===== src/rtl/massbus_pkg.sv =====
// Shared types and constants for the Massbus drive-side multiplexer.
package massbus_pkg;
    localparam int MB_DWIDTH   = 36;
    localparam int MB_MAXUNITS = 8;

    typedef enum logic [1:0] {
        IDLE = 2'd0,
        REQ  = 2'd1,
        DONE = 2'd2
    } mbState_t;

    typedef logic [$clog2(MB_MAXUNITS)-1:0] mbUnit_t;
endpackage


===== src/rtl/massbus_rrarb.sv =====
// Combinational round-robin priority encoder: first set request at or above ptr, wrapping.
import massbus_pkg::*;

module massbus_rrarb #(
    parameter int NUNITS = MB_MAXUNITS,
    parameter int IW     = (NUNITS > 1) ? $clog2(NUNITS) : 1
) (
    input  logic [NUNITS-1:0] req,
    input  logic [IW-1:0]     ptr,
    output logic              any,
    output logic [IW-1:0]     idx
);

    function automatic int slotOf(input int base, input int k);
        slotOf = (base + k >= NUNITS) ? (base + k - NUNITS) : (base + k);
    endfunction

    // Scan from the farthest slot back to ptr so the nearest request is the last one written.
    always_comb begin
        any = 1'b0;
        idx = {IW{1'b0}};
        for (int k = NUNITS - 1; k >= 0; k--) begin
            any = any | req[slotOf(int'(ptr), k)];
            idx = req[slotOf(int'(ptr), k)] ? IW'(slotOf(int'(ptr), k)) : idx;
        end
    end

endmodule


===== src/rtl/massbus_mux.sv =====
// Massbus drive-side multiplexer: round-robin drive arbitration onto one master handshake.
// Optional request timeout is built when MASSBUS_MUX_TIMEOUT_EN is defined.
import massbus_pkg::*;

module massbus_mux #(
    parameter int NUNITS  = MB_MAXUNITS,
    parameter int DWIDTH  = MB_DWIDTH,
    parameter int TIMEOUT = 1023
) (
    input  logic                     clk,
    input  logic                     rst,
    input  logic                     mbINIT,
    output logic                     mbREQO,
    input  logic                     mbACKI,
    output logic [DWIDTH-1:0]        mbDATAO,
    input  logic [DWIDTH-1:0]        mbDATAI,
    output logic [NUNITS-1:0]        mbATA,
    output logic                     mbATASUM,
    output logic [NUNITS-1:0]        mbDVA,
    output logic                     mbTMO,
    input  logic [NUNITS-1:0]        drvREQ,
    input  logic [NUNITS*DWIDTH-1:0] drvDATAO,
    output logic [NUNITS-1:0]        drvACK,
    output logic [NUNITS-1:0]        drvABORT,
    output logic [DWIDTH-1:0]        drvDATAI,
    input  logic [NUNITS-1:0]        drvATA,
    input  logic [NUNITS-1:0]        drvDVA
);

    localparam int IW = (NUNITS > 1) ? $clog2(NUNITS) : 1;
    localparam logic [NUNITS-1:0] UNIT_ONE = {{(NUNITS-1){1'b0}}, 1'b1};

    mbState_t      state_r;
    logic [IW-1:0] ptr_r;
    logic [IW-1:0] grant_r;
    logic          arbAny_s;
    logic [IW-1:0] arbIdx_s;
    logic          expire_s;

    massbus_rrarb #(
        .NUNITS (NUNITS),
        .IW     (IW)
    ) u_arb (
        .req (drvREQ),
        .ptr (ptr_r),
        .any (arbAny_s),
        .idx (arbIdx_s)
    );

    // Handshake FSM; the DONE guard cycle gives the drive time to drop its request.
    always_ff @(posedge clk) begin
        if (rst || mbINIT) begin
            state_r  <= IDLE;
            ptr_r    <= {IW{1'b0}};
            grant_r  <= {IW{1'b0}};
            mbREQO   <= 1'b0;
            mbDATAO  <= {DWIDTH{1'b0}};
            drvDATAI <= {DWIDTH{1'b0}};
            drvACK   <= {NUNITS{1'b0}};
        end else begin
            drvACK <= {NUNITS{1'b0}};
            case (state_r)
                IDLE: begin
                    if (arbAny_s) begin
                        grant_r <= arbIdx_s;
                        mbDATAO <= drvDATAO[arbIdx_s*DWIDTH +: DWIDTH];
                        mbREQO  <= 1'b1;
                        state_r <= REQ;
                    end else begin
                        state_r <= IDLE;
                    end
                end
                REQ: begin
                    if (mbACKI) begin
                        drvDATAI <= mbDATAI;
                        drvACK   <= UNIT_ONE << grant_r;
                        mbREQO   <= 1'b0;
                        state_r  <= DONE;
                    end else if (expire_s) begin
                        mbREQO  <= 1'b0;
                        state_r <= DONE;
                    end else begin
                        state_r <= REQ;
                    end
                end
                DONE: begin
                    ptr_r   <= (grant_r == IW'(NUNITS - 1)) ? {IW{1'b0}} : grant_r + 1'b1;
                    state_r <= IDLE;
                end
                default: begin
                    mbREQO  <= 1'b0;
                    state_r <= IDLE;
                end
            endcase
        end
    end

    // Attention / available status is a plain one-cycle register stage.
    always_ff @(posedge clk) begin
        if (rst || mbINIT) begin
            mbATA    <= {NUNITS{1'b0}};
            mbATASUM <= 1'b0;
            mbDVA    <= {NUNITS{1'b0}};
        end else begin
            mbATA    <= drvATA;
            mbATASUM <= |drvATA;
            mbDVA    <= drvDVA;
        end
    end

`ifdef MASSBUS_MUX_TIMEOUT_EN
    localparam int CW = $clog2(TIMEOUT);

    logic [CW-1:0] tmoCnt_r;
    logic          abortEvt_s;

    assign expire_s   = (tmoCnt_r == CW'(TIMEOUT - 1));
    // A same-cycle acknowledge takes priority over expiry.
    assign abortEvt_s = (state_r == REQ) && !mbACKI && expire_s;

    // Saturating REQ-cycle counter, abort pulse and sticky timeout flag.
    always_ff @(posedge clk) begin
        if (rst || mbINIT) begin
            tmoCnt_r <= {CW{1'b0}};
            drvABORT <= {NUNITS{1'b0}};
            mbTMO    <= 1'b0;
        end else begin
            tmoCnt_r <= (state_r != REQ) ? {CW{1'b0}} :
                        (&tmoCnt_r)      ? tmoCnt_r   : tmoCnt_r + 1'b1;
            drvABORT <= abortEvt_s ? (UNIT_ONE << grant_r) : {NUNITS{1'b0}};
            mbTMO    <= mbTMO | abortEvt_s;
        end
    end
`else
    logic unusedTimeout_s;

    assign expire_s        = 1'b0;
    assign mbTMO           = 1'b0;
    assign drvABORT        = {NUNITS{1'b0}};
    assign unusedTimeout_s = (TIMEOUT > 1);
`endif

endmodule


===== config.mk =====
export PLATFORM = sky130hd
export DESIGN_NAME = massbus_mux
export DESIGN_NICKNAME = d
export VERILOG_FILES = /design/src/rtl/massbus_pkg.sv /design/src/rtl/massbus_rrarb.sv /design/src/rtl/massbus_mux.sv
export SDC_FILE = /design/constraint.sdc
export NUM_CORES = 1
export LEC_CHECK = 0
export ABC_AREA = 1
export CORE_AREA = 2 2 178 180
export CTS_BUF_LIST = sky130_fd_sc_hd__clkbuf_8
export DETAILED_ROUTE_END_ITERATION = 6
export DIE_AREA = 0 0 180 182
export PLACE_DENSITY = 0.64
export RECOVER_POWER = 100
export SETUP_SLACK_MARGIN = 0.05
export SLEW_MARGIN = 20
export SYNTH_ARGS = -nofsm -noshare
export SYNTH_HDL_FRONTEND = slang
export SYNTH_HIERARCHICAL = 1
export SYNTH_SLANG_ARGS = --single-unit

===== constraint.sdc =====
create_clock -name clk -period 3.6 [get_ports clk]
set_input_delay 0.9 -clock clk [delete_from_list [all_inputs] [get_ports clk]]
set_output_delay 0.9 -clock clk [all_outputs]
set_load 0.01 [all_outputs]

Word-level counts from Yosys, hierarchy flattened

Index checks and enable logic that the tools add are counted.

Logic and storage cells: 114
Output and inout port bits: 107
Register bits: 106

Bitwise operators: 10
Multipliers: 1
Order comparisons: 16
Add/subtract/negate cells: 16
Shift operators: 2
Mux-type cells: 47
Equality and inequality tests: 5
Reductions and logical operators: 7

Operators by type and width:

| kind                                                         | count |
|---|---|
| variable part select 288 x 10 -> 36 bit                      | 1 |
| less-than comparator 32 x 5 -> 1 bit (second input constant) | 8 |
| 2-to-1 mux 32 bit                                            | 8 |
| subtractor 32 x 5 -> 32 bit (second input constant)          | 7 |
| >= comparator 32 x 5 -> 1 bit (second input constant)        | 6 |
| 2-to-1 mux 3 bit                                             | 9 |
| binary-select mux 1 bit (select 3 bit)                       | 8 |
| 2-to-1 mux 1 bit                                             | 19 |
| adder 3 x 3 -> 4 bit (second input constant)                 | 4 |
| adder 3 x 2 -> 4 bit (second input constant)                 | 2 |
| OR reduction 8 bit                                           | 1 |
| left shift 1 x 3 -> 8 bit (first input constant)             | 1 |
| multiplier 3 x 4 -> 7 bit (second input constant)            | 1 |
| bitwise OR 1 bit                                             | 7 |
| subtractor 3 x 4 -> 5 bit (second input constant)            | 1 |
| adder 3 x 1 -> 4 bit (second input constant)                 | 1 |
| >= comparator 3 x 4 -> 1 bit (second input constant)         | 1 |
| >= comparator 4 bit (second input constant)                  | 1 |
| inequality test 2 bit (second input constant)                | 2 |
| case mux 2 bit (2 select lines)                              | 1 |
| AND reduction 2 bit                                          | 2 |
| adder 3 x 1 -> 3 bit (second input constant)                 | 1 |
| == test 3 bit (second input constant)                        | 1 |
| inverter 1 bit                                               | 3 |
| other kinds (8)                                              | 8 |

Depth between registers and ports, before layout

Depth in word-level cells: 16
Depth in mapped cells: 24

Cells and area by module

The synthesis kept the hierarchy.

By module, submodules not included:

| module        | cells each | area an instance (µm²) | instances |
|---|---|---|---|
| massbus_mux   | 1216       | 6900.4                 | 1 |
| massbus_rrarb | 122        | 739.5                  | 1 |

Worst setup path before layout

Ideal clock, no wire load.

Kind: register to register
Start: register ptr_r[0]
End: register mbDATAO[22]
Setup time: 110 ps
Period minus slack after synthesis: 2699 ps
Arrival time: 2589 ps
Stages on the path, launching flop included: 24
Buffers on the path: 4
Slack: 901 ps
Cell sequence: dfxtp_1 > buf_6 > inv_8 > ha_1 > buf_4 > inv_2 > nand3_2 > and2_4 > nand2_4 > nand2_4 > nor2_4 > inv_2 > o21ai_2 > nand2_1 > o21ai_1 > inv_2 > buf_4 > buf_2 > nand2_1 > nand3_1 > nand3_1 > nand3_1 > nand2_1 > inv_1

Cells in the longest elaborated chain, start to end: 16

RTL lines:

| item                                                                      | RTL line            | source |
|---|---|---|
| start, declared                                                           | massbus_mux.sv:34   | `logic [IW-1:0] ptr_r;` |
| start signal, assigned                                                    | massbus_mux.sv:54   | `ptr_r <= {IW{1'b0}};` |
| start signal, assigned                                                    | massbus_mux.sv:87   | `ptr_r <= (grant_r == IW'(NUNITS - 1)) ? {IW{1'b0}} : grant_r + 1'b1;` |
| adder 3 x 3 -> 4 bit                                                      | massbus_rrarb.sv:15 | `slotOf = (base + k >= NUNITS) ? (base + k - NUNITS) : (base + k);` |
| subtractor 32 x 5 -> 32 bit / >= comparator 4 bit (equally long branches) | massbus_rrarb.sv:15 |  |
| 2-to-1 mux 32 bit                                                         | massbus_rrarb.sv:15 |  |
| binary-select mux 1 bit (select 3 bit)                                    | massbus_rrarb.sv:24 | `idx = req[slotOf(int'(ptr), k)] ? IW'(slotOf(int'(ptr), k)) : idx;` |
| 2-to-1 mux 1 bit (implied by the code) (2 in series)                      | massbus_rrarb.sv:24 |  |
| 2-to-1 mux 3 bit (7 in series)                                            | massbus_rrarb.sv:24 |  |
| 2-to-1 mux 3 bit (*)                                                      | massbus_rrarb.sv:24 |  |
| via arbIdx_s[0]                                                           | massbus_mux.sv:37   | `logic [IW-1:0] arbIdx_s;` |
| multiplier 3 x 4 -> 7 bit (*)                                             | massbus_mux.sv:66   | `mbDATAO <= drvDATAO[arbIdx_s*DWIDTH +: DWIDTH];` |
| variable part select 288 x 10 -> 36 bit (*)                               | massbus_mux.sv:66   |  |
| end signal, assigned                                                      | massbus_mux.sv:57   | `mbDATAO <= {DWIDTH{1'b0}};` |
| end signal, assigned                                                      | massbus_mux.sv:66   |  |
| end, declared                                                             | massbus_mux.sv:15   | `output logic [DWIDTH-1:0] mbDATAO,` |

Mark *: on every way through the listed nets, which the timed path passes. The rest lies on a longest branch. The select of a mux whose other input is x is not followed.
A chain may end at the register's enable or synchronous reset.

Worst setup path after layout

Start: register ptr_r[0]
End: register mbDATAO[4]

Same word-level chain as after synthesis.

==> run summary <==
Syn Area/Cell: 5.710 sq um
Fin util: 0.4097
Fraction of layout cells with a size suffix above 1: 0.04860
Most frequent cells after synthesis: nand2_1 (469), inv_1 (250), nand3_1 (243)
LEAKAGE: 6.356 nW
Number of synthesized flops with an enable pin: 0
Cell count after synthesis: 1338
Status: finished clean
CTS HTree Levels: 3
Setup TNS: 0 ps
CTS clock-pin slew for the worst setup and hold paths: 110 ps
Post-CTS Resized: 0
Synth-to-Final Area Change: 66.15%
CP Class: reg2reg
R2R depth: 18
Sequential cell area fraction in the yosys report: 0.2778
WL final: 34030 um
Skew-Pair Late Insertion Delay: 390 ps
Setup repair bufs after CTS: 0
Async set-reset flop share out of synthesis: 0
Max_cap viols: 0
Full die area: 32760 sq um
Crit path cell chain: inv_8 > ha_1 > inv_2 > nand3_2 > nand3_2 > nand2_2 > inv_1 > a21oi_1 > o21ai_2 > o21ai_2 > buf_12 > nand2_1 > nand3_1 > nand2_1 > nand2_1 > nand3_1 > nand2_1 > inv_1
Final design area excluding fillers: 12690 sq um
Setup crit end kind: flip-flop
Die W: 180 um
Min-delay worst type: reg2reg
Max Slew Vio Count: 0
Hold_buf cts: 0
CP startpoint kind: flip-flop
Cell mode on critical path: nand2_1
Clock net sink count: 106
Worst Max-Slew Pin Slew: 1229 ps
Post-detailed-route count of antenna-violating nets: 0
Setup WS post-layout: 240.4 ps
Initial antenna violation count: 4
DR vias/cell: 4.446
Avg WL per Cell: 15.80 um
Peak Freq: 297.7 MHz
Fin crit share: 0.9332
Slowest cell delay on critical path: 530 ps
Number of global-route vias before repair: 9380
VDD IR max: 0.1852 mV
CTS buffer count: 9
Fin. Hold Viols: 0
Gr ovfl total: 0
Synthesized area: 7640 sq um
Placement Setup Slack: 25.96 ps
Post-Layout Cell Count: 2154
Slowest-stage cell, CP: ha_1
Clk_skew: 14.72 ps
Crit-path max FO: 92
Worst Hold Depth: 2
DP Wirelength: 26290 um
GR Util All Layers: 0.2009
Final #Nets: 2103
Initial Util: 0.2466
Drt first pass iters: 5
Endpoints failing setup: 0
Count leader, synth: nand2_1
Crit path arrival time: 3640 ps
Die extent in y: 182 um
DP Area: 12550 sq um
Largest net degree at the start of global routing: 93
Deepest clock path buffer count: 2
Placer Congestion: 0.8813
Core area: 30990 sq um
YS warnings: 6
Share of the synthesized area in the top cell type: 0.2778
Root Buffer: clkbuf_8
Ranking of synthesized cells by area: dfxtp_1 (28%), nand2_1 (23%), nand3_1 (16%), inv_1 (12%), a21oi_1 (3.3%)
PortBufs: 449
Critical Path RT: 3880 ps
Ys flop type: dfxtp_1
Via count: 9577
Row cnt: 65
Fin crit period: 3360 ps
Initial DRC Count: 405
CTS tree: yes
Power Density: 255.8 nW/um^2
R2R Setup Slk: 240 ps
Drt drc: 0
Placed Cells incl. Taps: 2135
Worst relative slew slack: 0.1774
Boundary Pins: 459
Synth Register Bits: 106
RSZ-0062 raised after global routing: no
Leading area contributor after synthesis: dfxtp_1
First-pass GRT wire length: 51960 um
Distinct cell type count after synthesis: 33
[logic make-up (layout without fill, tap and decap cells)]
| kind of cell | after synthesis | in the layout | share of synthesized area |
|---|---|---|---|
| and+or+nand+nor | 782 | 782 | 0.4505 |
| other | 1 | 12 | 0.0004908 |
| adders and majority gates | 7 | 7 | 0.01146 |
| xor gates and xnor gates | 1 | 1 | 0.003603 |
| buffers and inverters | 346 | 749 | 0.1924 |
| DFF | 106 | 106 | 0.2778 |
| AOI/OAI and AO/OA | 95 | 95 | 0.06371 |
[layout by cell type (no fill, tap or decap)]
| cell type | Yosys | layout |
|---|---|---|
| nand2_1 | 469 | 469 |
| clkbuf_2 | 0 | 3 |
| o21ai_0 | 40 | 40 |
| a21oi_1 | 50 | 50 |
| inv_8 | 1 | 2 |
| nand3b_1 | 1 | 1 |
| clkinv_4 | 0 | 1 |
| ha_1 | 7 | 7 |
| inv_2 | 8 | 5 |
| nor2_4 | 1 | 1 |
| inv_6 | 0 | 2 |
| inv_4 | 1 | 2 |
| nand2_2 | 11 | 11 |
| dlygate4sd3_1 | 0 | 98 |
| buf_4 | 21 | 11 |
| a31oi_1 | 1 | 1 |
| buf_12 | 0 | 10 |
| nor2_1 | 31 | 32 |
| inv_1 | 250 | 253 |
| clkdlybuf4s50_1 | 0 | 351 |
| and2_4 | 1 | 1 |
| diode_2 | 0 | 3 |
| nand3_2 | 13 | 14 |
| nor4_1 | 3 | 3 |
| o21ai_2 | 1 | 2 |
| a21oi_4 | 0 | 1 |
| clkinvlp_4 | 0 | 1 |
| a211oi_1 | 1 | 1 |
| clkinv_8 | 0 | 1 |
| clkbuf_8 | 0 | 9 |
| xnor2_4 | 1 | 1 |
| conb_1 | 1 | 9 |
| nand4_1 | 1 | 1 |
| dfxtp_1 | 106 | 106 |
| nand2_4 | 4 | 4 |
| nand3_1 | 243 | 242 |
| nor2_2 | 2 | 1 |
| nor2_8 | 2 | 2 |
[sequential cells by signal, summed over array words and instances, names as in the netlist]
signal / flops
mbATASUM: 1
grant_r: 3
mbDATAO: 36
state_r: 2
mbDVA: 8
drvACK: 8
drvDATAI: 36
ptr_r: 3
mbREQO: 1
mbATA: 8
[worst max-delay path: cells and delay by family (launching register included)]
kind	cells	cell delay, ps
fa+ha+maj	1	530
flops	1	450
simple gates	9	870
compound gates	3	570
buf+inv	5	740
[power breakdown]
group	internal (W)	switching, W
combinational	0.000638	0.000604
clock	0.000268	0.000494
sequential	0.00122	0.0000232
total	0.00213	0.00112
[through the flow]
stage               total power [W]  hold WS [ps]
global route               0.003475         464.2
floorplan                  0.001874         467.1
CTS                        0.003337         451.4
detailed placement         0.002545         435.8
finish                     0.003246         449.5
global placement           0.002543         430.2
[layer usage]
metal	track usage	up-vias	routed length [um]
li1	-	4860	-
met1	0.2329	4291	13670
met2	0.3536	381	16370
met3	0.07160	41	3307
met4	0.04585	4	651
met5	0	-	27
[cell type report]
| class | count | area (sq um) |
|---|---|---|
| Clock inverter | 7 | 65.06 |
| Clock buffer | 9 | 123.9 |
| Antenna cell | 3 | 7.507 |
| Fill cell | 3323 | 18290 |
| Multi-Input combinational cell | 894 | 4091 |
| Inverter | 260 | 988.4 |
| Sequential cell | 106 | 2122 |
| Timing Repair Buffer | 473 | 4792 |
| Tap cell | 402 | 503.0 |
[final timing paths]
kind,startpoint,end
max,ptr_r[0],mbDATAO[4]
min,drvDATAI[18],drvDATAI[18]
max reg2reg,ptr_r[0],mbDATAO[4]
min reg2reg,drvDATAI[18],drvDATAI[18]
(Power assumes the default switching activity.)
